**config.mk**
```make
export PLATFORM = sky130hd
export DESIGN_NAME = des_iter_core
export DESIGN_NICKNAME = d
export VERILOG_FILES = /design/src/rtl/des_pkg.sv /design/src/rtl/des_ks_round.sv /design/src/rtl/des_iter_core.sv
export SDC_FILE = /design/constraint.sdc
export NUM_CORES = 1
export LEC_CHECK = 0
export BUFFER_PORTS_ARGS = -buffer_cell sky130_fd_sc_hd__buf_2
export CORE_AREA = 5 5 76 78
export DETAILED_ROUTE_END_ITERATION = 10
export DIE_AREA = 0 0 81 83
export PLACE_DENSITY = 0.77
export SYNTH_ARGS = -nofsm -noshare
export SYNTH_HDL_FRONTEND = slang
export SYNTH_HIERARCHICAL = 1
export SYNTH_SLANG_ARGS = --single-unit
```
**constraint.sdc**
```tcl
create_clock -name clk -period 4.5 [get_ports clk]
set_clock_uncertainty 0.2 [all_clocks]
set_input_delay 0 -clock clk [delete_from_list [all_inputs] [get_ports clk]]
set_output_delay 0 -clock clk [all_outputs]
set_load 0.02 [all_outputs]
```
**src/rtl/des_pkg.sv**
```systemverilog
// des_pkg: shared DES constants and helpers for the iterative core.
//   - FSM state type, permutation tables (IP, FP, E, P, PC1, PC2), S-boxes,
//     per-round key shift schedule.
//   - Functions ip, fp, pc1, pc2, feistel_f, rotl28, rotr28.
// Table entries use DES bit numbering (bit 1 = MSB of the vector).
package des_pkg;

  typedef enum logic [1:0] {IDLE = 2'd0, RUN = 2'd1, DONE = 2'd2} des_state_t;

  localparam int IP_T [64] = '{
    58, 50, 42, 34, 26, 18, 10, 2, 60, 52, 44, 36, 28, 20, 12, 4,
    62, 54, 46, 38, 30, 22, 14, 6, 64, 56, 48, 40, 32, 24, 16, 8,
    57, 49, 41, 33, 25, 17,  9, 1, 59, 51, 43, 35, 27, 19, 11, 3,
    61, 53, 45, 37, 29, 21, 13, 5, 63, 55, 47, 39, 31, 23, 15, 7};

  localparam int FP_T [64] = '{
    40, 8, 48, 16, 56, 24, 64, 32, 39, 7, 47, 15, 55, 23, 63, 31,
    38, 6, 46, 14, 54, 22, 62, 30, 37, 5, 45, 13, 53, 21, 61, 29,
    36, 4, 44, 12, 52, 20, 60, 28, 35, 3, 43, 11, 51, 19, 59, 27,
    34, 2, 42, 10, 50, 18, 58, 26, 33, 1, 41,  9, 49, 17, 57, 25};

  localparam int E_T [48] = '{
    32,  1,  2,  3,  4,  5,  4,  5,  6,  7,  8,  9,  8,  9, 10, 11,
    12, 13, 12, 13, 14, 15, 16, 17, 16, 17, 18, 19, 20, 21, 20, 21,
    22, 23, 24, 25, 24, 25, 26, 27, 28, 29, 28, 29, 30, 31, 32,  1};

  localparam int P_T [32] = '{
    16,  7, 20, 21, 29, 12, 28, 17,  1, 15, 23, 26,  5, 18, 31, 10,
     2,  8, 24, 14, 32, 27,  3,  9, 19, 13, 30,  6, 22, 11,  4, 25};

  localparam int PC1_T [56] = '{
    57, 49, 41, 33, 25, 17,  9,  1, 58, 50, 42, 34, 26, 18,
    10,  2, 59, 51, 43, 35, 27, 19, 11,  3, 60, 52, 44, 36,
    63, 55, 47, 39, 31, 23, 15,  7, 62, 54, 46, 38, 30, 22,
    14,  6, 61, 53, 45, 37, 29, 21, 13,  5, 28, 20, 12,  4};

  localparam int PC2_T [48] = '{
    14, 17, 11, 24,  1,  5,  3, 28, 15,  6, 21, 10, 23, 19, 12,  4,
    26,  8, 16,  7, 27, 20, 13,  2, 41, 52, 31, 37, 47, 55, 30, 40,
    51, 45, 33, 48, 44, 49, 39, 56, 34, 53, 46, 42, 50, 36, 29, 32};

  // Row-major: entry index = row * 16 + column.
  localparam int SBOX [8][64] = '{
    '{14, 4, 13, 1, 2, 15, 11, 8, 3, 10, 6, 12, 5, 9, 0, 7, 0, 15, 7, 4, 14, 2, 13, 1, 10, 6, 12, 11, 9, 5, 3, 8,
      4, 1, 14, 8, 13, 6, 2, 11, 15, 12, 9, 7, 3, 10, 5, 0, 15, 12, 8, 2, 4, 9, 1, 7, 5, 11, 3, 14, 10, 0, 6, 13},
    '{15, 1, 8, 14, 6, 11, 3, 4, 9, 7, 2, 13, 12, 0, 5, 10, 3, 13, 4, 7, 15, 2, 8, 14, 12, 0, 1, 10, 6, 9, 11, 5,
      0, 14, 7, 11, 10, 4, 13, 1, 5, 8, 12, 6, 9, 3, 2, 15, 13, 8, 10, 1, 3, 15, 4, 2, 11, 6, 7, 12, 0, 5, 14, 9},
    '{10, 0, 9, 14, 6, 3, 15, 5, 1, 13, 12, 7, 11, 4, 2, 8, 13, 7, 0, 9, 3, 4, 6, 10, 2, 8, 5, 14, 12, 11, 15, 1,
      13, 6, 4, 9, 8, 15, 3, 0, 11, 1, 2, 12, 5, 10, 14, 7, 1, 10, 13, 0, 6, 9, 8, 7, 4, 15, 14, 3, 11, 5, 2, 12},
    '{7, 13, 14, 3, 0, 6, 9, 10, 1, 2, 8, 5, 11, 12, 4, 15, 13, 8, 11, 5, 6, 15, 0, 3, 4, 7, 2, 12, 1, 10, 14, 9,
      10, 6, 9, 0, 12, 11, 7, 13, 15, 1, 3, 14, 5, 2, 8, 4, 3, 15, 0, 6, 10, 1, 13, 8, 9, 4, 5, 11, 12, 7, 2, 14},
    '{2, 12, 4, 1, 7, 10, 11, 6, 8, 5, 3, 15, 13, 0, 14, 9, 14, 11, 2, 12, 4, 7, 13, 1, 5, 0, 15, 10, 3, 9, 8, 6,
      4, 2, 1, 11, 10, 13, 7, 8, 15, 9, 12, 5, 6, 3, 0, 14, 11, 8, 12, 7, 1, 14, 2, 13, 6, 15, 0, 9, 10, 4, 5, 3},
    '{12, 1, 10, 15, 9, 2, 6, 8, 0, 13, 3, 4, 14, 7, 5, 11, 10, 15, 4, 2, 7, 12, 9, 5, 6, 1, 13, 14, 0, 11, 3, 8,
      9, 14, 15, 5, 2, 8, 12, 3, 7, 0, 4, 10, 1, 13, 11, 6, 4, 3, 2, 12, 9, 5, 15, 10, 11, 14, 1, 7, 6, 0, 8, 13},
    '{4, 11, 2, 14, 15, 0, 8, 13, 3, 12, 9, 7, 5, 10, 6, 1, 13, 0, 11, 7, 4, 9, 1, 10, 14, 3, 5, 12, 2, 15, 8, 6,
      1, 4, 11, 13, 12, 3, 7, 14, 10, 15, 6, 8, 0, 5, 9, 2, 6, 11, 13, 8, 1, 4, 10, 7, 9, 5, 0, 15, 14, 2, 3, 12},
    '{13, 2, 8, 4, 6, 15, 11, 1, 10, 9, 3, 14, 5, 0, 12, 7, 1, 15, 13, 8, 10, 3, 7, 4, 12, 5, 6, 11, 0, 14, 9, 2,
      7, 11, 4, 1, 9, 12, 14, 2, 0, 6, 10, 13, 15, 3, 5, 8, 2, 1, 14, 7, 4, 10, 8, 13, 15, 12, 9, 0, 3, 5, 6, 11}};

  // Left-rotate amount for encrypt rounds 1..16 (entry 0 = round 1).
  localparam logic [1:0] SHIFTS [16] = '{
    2'd1, 2'd1, 2'd2, 2'd2, 2'd2, 2'd2, 2'd2, 2'd2,
    2'd1, 2'd2, 2'd2, 2'd2, 2'd2, 2'd2, 2'd2, 2'd1};

  function automatic logic [63:0] ip(input logic [63:0] x);
    logic [63:0] y;
    y = '0;
    for (int i = 0; i < 64; i++) y[6'(63 - i)] = x[6'(64 - IP_T[6'(i)])];
    return y;
  endfunction

  function automatic logic [63:0] fp(input logic [63:0] x);
    logic [63:0] y;
    y = '0;
    for (int i = 0; i < 64; i++) y[6'(63 - i)] = x[6'(64 - FP_T[6'(i)])];
    return y;
  endfunction

  // Parity bits (8, 16, ..., 64) are simply never selected.
  function automatic logic [55:0] pc1(input logic [63:0] x);
    logic [55:0] y;
    y = '0;
    for (int i = 0; i < 56; i++) y[6'(55 - i)] = x[6'(64 - PC1_T[6'(i)])];
    return y;
  endfunction

  function automatic logic [47:0] pc2(input logic [55:0] cd);
    logic [47:0] y;
    y = '0;
    for (int i = 0; i < 48; i++) y[6'(47 - i)] = cd[6'(56 - PC2_T[6'(i)])];
    return y;
  endfunction

  function automatic logic [31:0] feistel_f(input logic [31:0] r, input logic [47:0] k);
    logic [47:0] x;
    logic [31:0] s;
    logic [31:0] y;
    logic [5:0]  b;
    x = '0;
    s = '0;
    y = '0;
    for (int i = 0; i < 48; i++) x[6'(47 - i)] = r[5'(32 - E_T[6'(i)])];
    x = x ^ k;
    for (int j = 0; j < 8; j++) begin
      b = x[6'(42 - 6 * j) +: 6];
      // row = outer bits, column = inner four bits
      s[5'(28 - 4 * j) +: 4] = 4'(SBOX[3'(j)][{b[5], b[0], b[4:1]}]);
    end
    for (int i = 0; i < 32; i++) y[5'(31 - i)] = s[5'(32 - P_T[5'(i)])];
    return y;
  endfunction

  function automatic logic [27:0] rotl28(input logic [27:0] x, input logic [1:0] n);
    case (n)
      2'd1:    return {x[26:0], x[27]};
      2'd2:    return {x[25:0], x[27:26]};
      default: return x;
    endcase
  endfunction

  function automatic logic [27:0] rotr28(input logic [27:0] x, input logic [1:0] n);
    case (n)
      2'd1:    return {x[0], x[27:1]};
      2'd2:    return {x[1:0], x[27:2]};
      default: return x;
    endcase
  endfunction

endpackage

```
**src/rtl/des_ks_round.sv**
```systemverilog
// des_ks_round: one combinational Feistel round with its key-schedule step.
//   l, r            : current halves
//   c, d            : current key-schedule registers
//   round_idx       : DES round number 1..16
//   decrypt         : 0 = rotate-then-use (K1..K16), 1 = use-then-rotate-back (K16..K1)
//   l_next..d_next  : state after this round
module des_ks_round
  import des_pkg::*;
(
  input  logic [31:0] l,
  input  logic [31:0] r,
  input  logic [27:0] c,
  input  logic [27:0] d,
  input  logic [4:0]  round_idx,
  input  logic        decrypt,
  output logic [31:0] l_next,
  output logic [31:0] r_next,
  output logic [27:0] c_next,
  output logic [27:0] d_next
);

  logic [1:0]  enc_shift;
  logic [1:0]  dec_shift;
  logic [27:0] c_enc;
  logic [27:0] d_enc;
  logic [47:0] k;

  assign enc_shift = SHIFTS[4'(round_idx - 5'd1)];
  // Decrypt undoes the shift of the round that follows; nothing after round 16.
  assign dec_shift = (round_idx >= 5'd16) ? 2'd0 : SHIFTS[4'(round_idx)];

  assign c_enc = rotl28(c, enc_shift);
  assign d_enc = rotl28(d, enc_shift);

  assign k      = decrypt ? pc2({c, d}) : pc2({c_enc, d_enc});
  assign c_next = decrypt ? rotr28(c, dec_shift) : c_enc;
  assign d_next = decrypt ? rotr28(d, dec_shift) : d_enc;

  assign l_next = r;
  assign r_next = l ^ feistel_f(r, k);

endmodule

```
**src/rtl/des_iter_core.sv**
```systemverilog
// des_iter_core: iterative single-DES engine, ROUNDS_PER_CYCLE rounds per clock.
//   clk, nrst            : clock, async active-low reset
//   clear                : synchronous abort back to IDLE
//   in_valid/in_ready    : input handshake for in_data, in_key, in_decrypt
//   out_valid/out_ready  : output handshake, out_data registered and held
//   busy                 : high while iterating
//
// state | meaning
// IDLE  | waiting for a block
// RUN   | iterating the rounds
// DONE  | holding the result until out_ready
module des_iter_core
  import des_pkg::*;
#(
  parameter int ROUNDS_PER_CYCLE = 1
) (
  input  logic        clk,
  input  logic        nrst,
  input  logic        clear,
  input  logic        in_valid,
  output logic        in_ready,
  input  logic [63:0] in_data,
  input  logic [63:0] in_key,
  input  logic        in_decrypt,
  output logic        out_valid,
  input  logic        out_ready,
  output logic [63:0] out_data,
  output logic        busy
);

  localparam int N_ITER = 16 / ROUNDS_PER_CYCLE;

  if (!(ROUNDS_PER_CYCLE == 1 || ROUNDS_PER_CYCLE == 2 || ROUNDS_PER_CYCLE == 4 ||
        ROUNDS_PER_CYCLE == 8 || ROUNDS_PER_CYCLE == 16) ||
      (N_ITER * ROUNDS_PER_CYCLE != 16)) begin : g_bad_rounds
    $error("des_iter_core: ROUNDS_PER_CYCLE must be 1, 2, 4, 8 or 16");
  end

  des_state_t  state;
  logic [31:0] l_q, r_q;
  logic [27:0] c_q, d_q;
  logic [4:0]  round_cnt;
  logic        mode_q;
  logic        accept;
  logic        last;

  logic [31:0] l_c [ROUNDS_PER_CYCLE + 1];
  logic [31:0] r_c [ROUNDS_PER_CYCLE + 1];
  logic [27:0] c_c [ROUNDS_PER_CYCLE + 1];
  logic [27:0] d_c [ROUNDS_PER_CYCLE + 1];

  assign l_c[0] = l_q;
  assign r_c[0] = r_q;
  assign c_c[0] = c_q;
  assign d_c[0] = d_q;

  for (genvar g = 0; g < ROUNDS_PER_CYCLE; g++) begin : g_round
    des_ks_round u_round (
      .l         (l_c[g]),
      .r         (r_c[g]),
      .c         (c_c[g]),
      .d         (d_c[g]),
      .round_idx (round_cnt + 5'(g + 1)),
      .decrypt   (mode_q),
      .l_next    (l_c[g + 1]),
      .r_next    (r_c[g + 1]),
      .c_next    (c_c[g + 1]),
      .d_next    (d_c[g + 1])
    );
  end

  assign in_ready = (state == IDLE) || (state == DONE && out_ready);
  assign accept   = in_valid && in_ready;
  assign busy     = (state == RUN);
  assign last     = ((round_cnt + 5'(ROUNDS_PER_CYCLE)) == 5'd16);

  always_ff @(posedge clk or negedge nrst) begin
    if (!nrst) begin
      state     <= IDLE;
      l_q       <= '0;
      r_q       <= '0;
      c_q       <= '0;
      d_q       <= '0;
      round_cnt <= '0;
      mode_q    <= 1'b0;
      out_data  <= '0;
      out_valid <= 1'b0;
    end else if (clear) begin
      state     <= IDLE;
      out_valid <= 1'b0;
    end else if (accept) begin
      // Covers both IDLE and the back-to-back hand-off from DONE.
      {l_q, r_q} <= ip(in_data);
      {c_q, d_q} <= pc1(in_key);
      mode_q     <= in_decrypt;
      round_cnt  <= '0;
      state      <= RUN;
      out_valid  <= 1'b0;
    end else begin
      case (state)
        RUN: begin
          l_q       <= l_c[ROUNDS_PER_CYCLE];
          r_q       <= r_c[ROUNDS_PER_CYCLE];
          c_q       <= c_c[ROUNDS_PER_CYCLE];
          d_q       <= d_c[ROUNDS_PER_CYCLE];
          round_cnt <= round_cnt + 5'(ROUNDS_PER_CYCLE);
          if (last) begin
            out_data  <= fp({r_c[ROUNDS_PER_CYCLE], l_c[ROUNDS_PER_CYCLE]});
            out_valid <= 1'b1;
            state     <= DONE;
          end
        end
        DONE: begin
          if (out_ready) begin
            out_valid <= 1'b0;
            state     <= IDLE;
          end
        end
        default: state <= IDLE;
      endcase
    end
  end

endmodule

```
# ---- After elaboration in Yosys (flattened, before gate mapping)
# Index checks and enable logic that the tools add are counted.
dict set report totals {
  inputBits 134
  mem_bits_ro 0
  word_cells 31
  reg_bits 8
  ramBits 0
  mem_count 0
  latch_bits 0
}
dict set report classes {
  mux 12
  magnitude_cmp 0
  n_div 0
  multipliers 0
  bitwise 1
  shifts 0
  add_sub_neg 1
  reduce_logical 9
  eq_ne 5
}
# cell count
set ops {}
lappend ops {{$mux W5} 2}
lappend ops {{$mux W2} 4}
lappend ops {{$add A5 B1 Y5 const B} 1}
lappend ops {{$eq A5 B5 Y1 const B} 1}
lappend ops {{$mux W1} 4}
lappend ops {{$ne A4 B2 Y1 const B} 1}
lappend ops {{$ne A4 B4 Y1 const B} 1}
lappend ops {{$pmux W2 S2} 1}
lappend ops {{$reduce_and A2 Y1} 2}
lappend ops {{$reduce_bool A4 Y1} 1}
lappend ops {{$reduce_and A3 Y1} 1}
lappend ops {{$eq A2 B1 Y1 const B} 1}
lappend ops {{$eq A2 B2 Y1 const B} 1}
lappend ops {{$logic_and A1 B1 Y1} 2}
lappend ops {{$logic_not A2 Y1} 1}
lappend ops {{$pmux W1 S2} 1}
lappend ops {{$reduce_bool A2 Y1} 1}
lappend ops {{$logic_or A1 B1 Y1} 1}
lappend ops {{$not A1 Y1} 1}

# ---- Depth between registers and ports, before layout
dict set report logic_depth {
  word_depth 6
  ltp_mapped 5
}

# ---- Least setup slack after synthesis
# No wires, ideal clock.
dict set report synth_timing {
  path_kind {register -> register}
  start {register state[0]}
  end {register round_cnt[1]}
  synth_period_minus_slack_ps 1437
  path_stages_with_launch 4
  setup_time_ps 121
  t_arrival_ps 1116
  setup_slack_ps 3063
  path_cell_list {dfrtp_1 > nand2b_4 > a211o_4 > a22o_1}
}
dict set report synth_via {
  elab_chain_len 6
  word_cells_on_any_way 9
  cone_classes {eq/ne (2); mux (1); reduce/logical (6)}
}
# item line
set synth_rtl {}
lappend synth_rtl {{start, declared} des_iter_core.sv:39} ;# des_state_t state;
lappend synth_rtl {{start signal, assigned} des_iter_core.sv:79} ;# state <= IDLE;
lappend synth_rtl {{start signal, assigned} des_iter_core.sv:89} ;# state <= IDLE;
lappend synth_rtl {{start signal, assigned} des_iter_core.sv:97} ;# state <= RUN;
lappend synth_rtl {{$eq A2 B2 Y1} des_iter_core.sv:72} ;# assign in_ready = (state == IDLE) || (state == DONE && out_ready);
lappend synth_rtl {{$logic_and A1 B1 Y1} des_iter_core.sv:72}
lappend synth_rtl {{$logic_or A1 B1 Y1} des_iter_core.sv:72}
lappend synth_rtl {{$logic_and A1 B1 Y1} des_iter_core.sv:73} ;# assign accept = in_valid && in_ready;
lappend synth_rtl {{$reduce_bool A2 Y1 (no source line)} --}
lappend synth_rtl {{$reduce_and A2 Y1 (no source line)} --}
lappend synth_rtl {{end signal, assigned} des_iter_core.sv:106} ;# round_cnt <= round_cnt + 5'(ROUNDS_PER_CYCLE);
lappend synth_rtl {{end, declared} des_iter_core.sv:42} ;# logic [4:0] round_cnt;
# Parallel ways exist; a longest one is shown, timed or not.
# A chain may end at the register's enable or synchronous reset.

# ---- Final worst setup path
dict set report layout_timing {
  start {register round_cnt[1]}
  end {register state[1]}
}
dict set report layout_via {
  elab_chain_len 4
}
# item line
set layout_rtl {}
lappend layout_rtl {{$add A5 B1 Y5} des_iter_core.sv:75} ;# assign last = ((round_cnt + 5'(ROUNDS_PER_CYCLE)) == 5'd16);
lappend layout_rtl {{$eq A5 B5 Y1} des_iter_core.sv:75}
lappend layout_rtl {{$ne A4 B2 Y1 (no source line)} --}
lappend layout_rtl {{$reduce_and A2 Y1 (no source line)} --}
# No other way between the ends.

==> flow_metrics.tcl <==
set metrics [dict create \
    outcome "finished clean" \
    power.density_nw_per_um2 268 \
    ir_worst_vdd_mv 0.0541 \
    r2r_setup_slack_ns 2.53 \
    timing.rr.start "round_cnt[1]" \
    fin_nets 262 \
    ys_types 23 \
    crit_path_top_delay_cell "dlygate4sd3_1" \
    drive_gt1_share_pct 9.60 \
    r2r-end "state[1]" \
    clk_latency_ns 0.23 \
    clkTransAtPathRegs_ns 0.04 \
    fillers 591 \
    via_per_inst 2.84 \
    grt_overflow 0 \
    syn-cell-area_sq_um 925 \
    gp_congestion 0.789 \
    die_w_um 81 \
    startpoint "round_cnt[1]" \
    area_delta_synth_final_pct -3.25 \
    cp.arrival_ns 1.93 \
    synth_edf_count 0 \
    cts_buffers 3 \
    hpwl_um 1250 \
    drt-pass1-iter-count 2 \
    io_buffers 7 \
    crit_cells 5 \
    post_cts_resized 0 \
    critPathKind "flip-flop to flip-flop" \
    critical_path_buf_inv_count 1 \
    cp-start-kind "flip-flop" \
    synthCells 111 \
    crit_fanout 4 \
    setup_viol 0 \
    critical_path.top_delay_family "buffers and inverters" \
    synth-main-ff-cell "dfrtp_1" \
    placed_cells 187 \
    post-route-drc-count 0 \
    ff_latch_area_sq_um 200 \
    hp-class "primary input to flip-flop" \
    synth_area_per_cell_sq_um 8.33 \
    drt_iter0_markers 7 \
    antennaDiodeCount 0 \
    ioPinCount 201 \
    fin_setup_tns_ns 0 \
    die_h_um 83 \
    synth-seq-cells 8 \
    final_util_pct 17.9 \
    endpoint_kind "flip-flop" \
    finalPower_mw 0.240 \
    finalInstanceArea_sq_um 895 \
    period_needed_ns 1.97 \
    rr_worst_depth 5 \
    cts.sinks 8 \
    path_cells "and2_1, o21ai_0, nand3_1, a21oi_1, dlygate4sd3_1" \
    cp-endpoint "state[1]" \
    final_antenna_net_count 0 \
    clock_path_buffers 2 \
    fin_crit_sh_pct 43.7 \
    timing.fmax_ghz 0.508 \
    finalWorstSetupSlack_ns 2.53 \
    grt_first_pass_wirelength_um 2260 \
    grt_max_degree 9 \
    ys_seq_area_share_pct 21.7 \
    holdPathStages 4 \
    num_vias 554 \
    async_reset_ff_share_pct 100 \
    multi_input_area_sq_um 477 \
    slowest_delay_ns 0.56 \
    grt_usage_pct 4.34 \
    holdWs_ns 0.0141 \
    coreArea_sq_um 5010 \
    antenna_found_initial 0 \
    die-area_sq_um 6720 \
    stdcell_count 195 \
    dpl_cell_area_sq_um 803 \
    slew_viol_final 0 \
    cp.required_ns 4.46 \
    hold_viol 0 \
    ys_warn_count 6 \
    wl_per_cell_um 7.66 \
    cts-root-buf "clkbuf_8" \
    max_cap_viol_count 0 \
    rsz0062_at_grt "no" \
    start_util_pct 18.5 \
    post-place-ws_ns 2.98 \
    postCtsSetupRepairBufs 0 \
    cts.htree.levels 1 \
    num_rows 26 \
    p_leak_nw 0.474 \
    totalWireLength_um 1490 \
    tritoncts "done" \
    first_global_vias 557 \
]
synthesized netlist by cell type, types with 2 or more instances:
cell	number	area [sq um]
buf_4	64	480
dfrtp_1	8	200
nand2_1	7	26.3
o21ai_0	5	25.0
a21oi_1	3	15.0
nor2_1	3	11.3
nand3_1	2	10.0
nor2b_1	2	12.5
o21ai_1	2	10.0
xor2_1	2	17.5
tightest hold or removal path, delay by kind of cell:
family,cells,cell delay (ns)
compound gates,2,0.20
buf+inv,1,0.13
simple gates,1,0.07
state kept, by name, summed over array words and instances, names as in the netlist:
register   count
state          2
round_cnt      5
out_valid      1
layout make-up:
type | count | area share [%]
Sequential cell | 8 | 22.4
Multi-Input combinational cell | 101 | 53.3
Inverter | 1 | 0.420
Timing Repair Buffer | 12 | 9.51
Tap cell | 70 | 9.79
Clock buffer | 3 | 4.62
power by group:
part	switching (mW)	internal (mW)	total, mW
registers	0.00561	0.0770	0.0826
clock network	0.0260	0.0577	0.0837
logic	0.0610	0.0124	0.0735
repair_timing:
| action | 4_1_cts | 5_1_grt |
|---|---|---|
| endpoints found under the hold margin | 13 | 0 |
| endpoints found under the setup margin | 0 | 0 |
| hold buffers | 5 | 0 |
cell usage in the layout, fill, tap and decap left out, types with 2 or more instances in the layout:
master,instances
o21ai_1,2
clkbuf_8,3
o21ai_0,5
nand3_1,2
dfrtp_1,8
conb_1,64
dlygate4sd3_1,5
nor2b_1,2
nor2_1,3
nand2_1,7
a21oi_1,3
buf_2,7
xor2_1,2
worst min-delay path by stage:
stage               from      endpoint  slack (ns)
3_5_place_dp        nrst      state[0]       -0.34
5_1_grt        out_ready      state[0]        0.03
6_report       out_ready      state[0]        0.01
4_1_cts        out_ready      state[0]       0.007
3_3_place_gp        nrst  round_cnt[2]       -0.35
2_1_floorplan       nrst     out_valid       -0.50
cells by family after synthesis:
kind of cell	share of synthesized area (%)
mux	1.08
fa+ha+maj	1.35
other cells	0.406
simple gates	12.0
buf+inv	52.4
flops	21.7
compound gates	9.20
xor+xnor	1.89
metal layers:
metal | track usage, % | share of wire, % | vias up
met5 | 0 | 0 | -
met4 | 1.84 | 1.6 | 0
met3 | 2.71 | 17 | 3
met2 | 6.50 | 41 | 57
met1 | 4.83 | 40 | 238
li1 | - | - | 256
(Power assumes the default switching activity.)
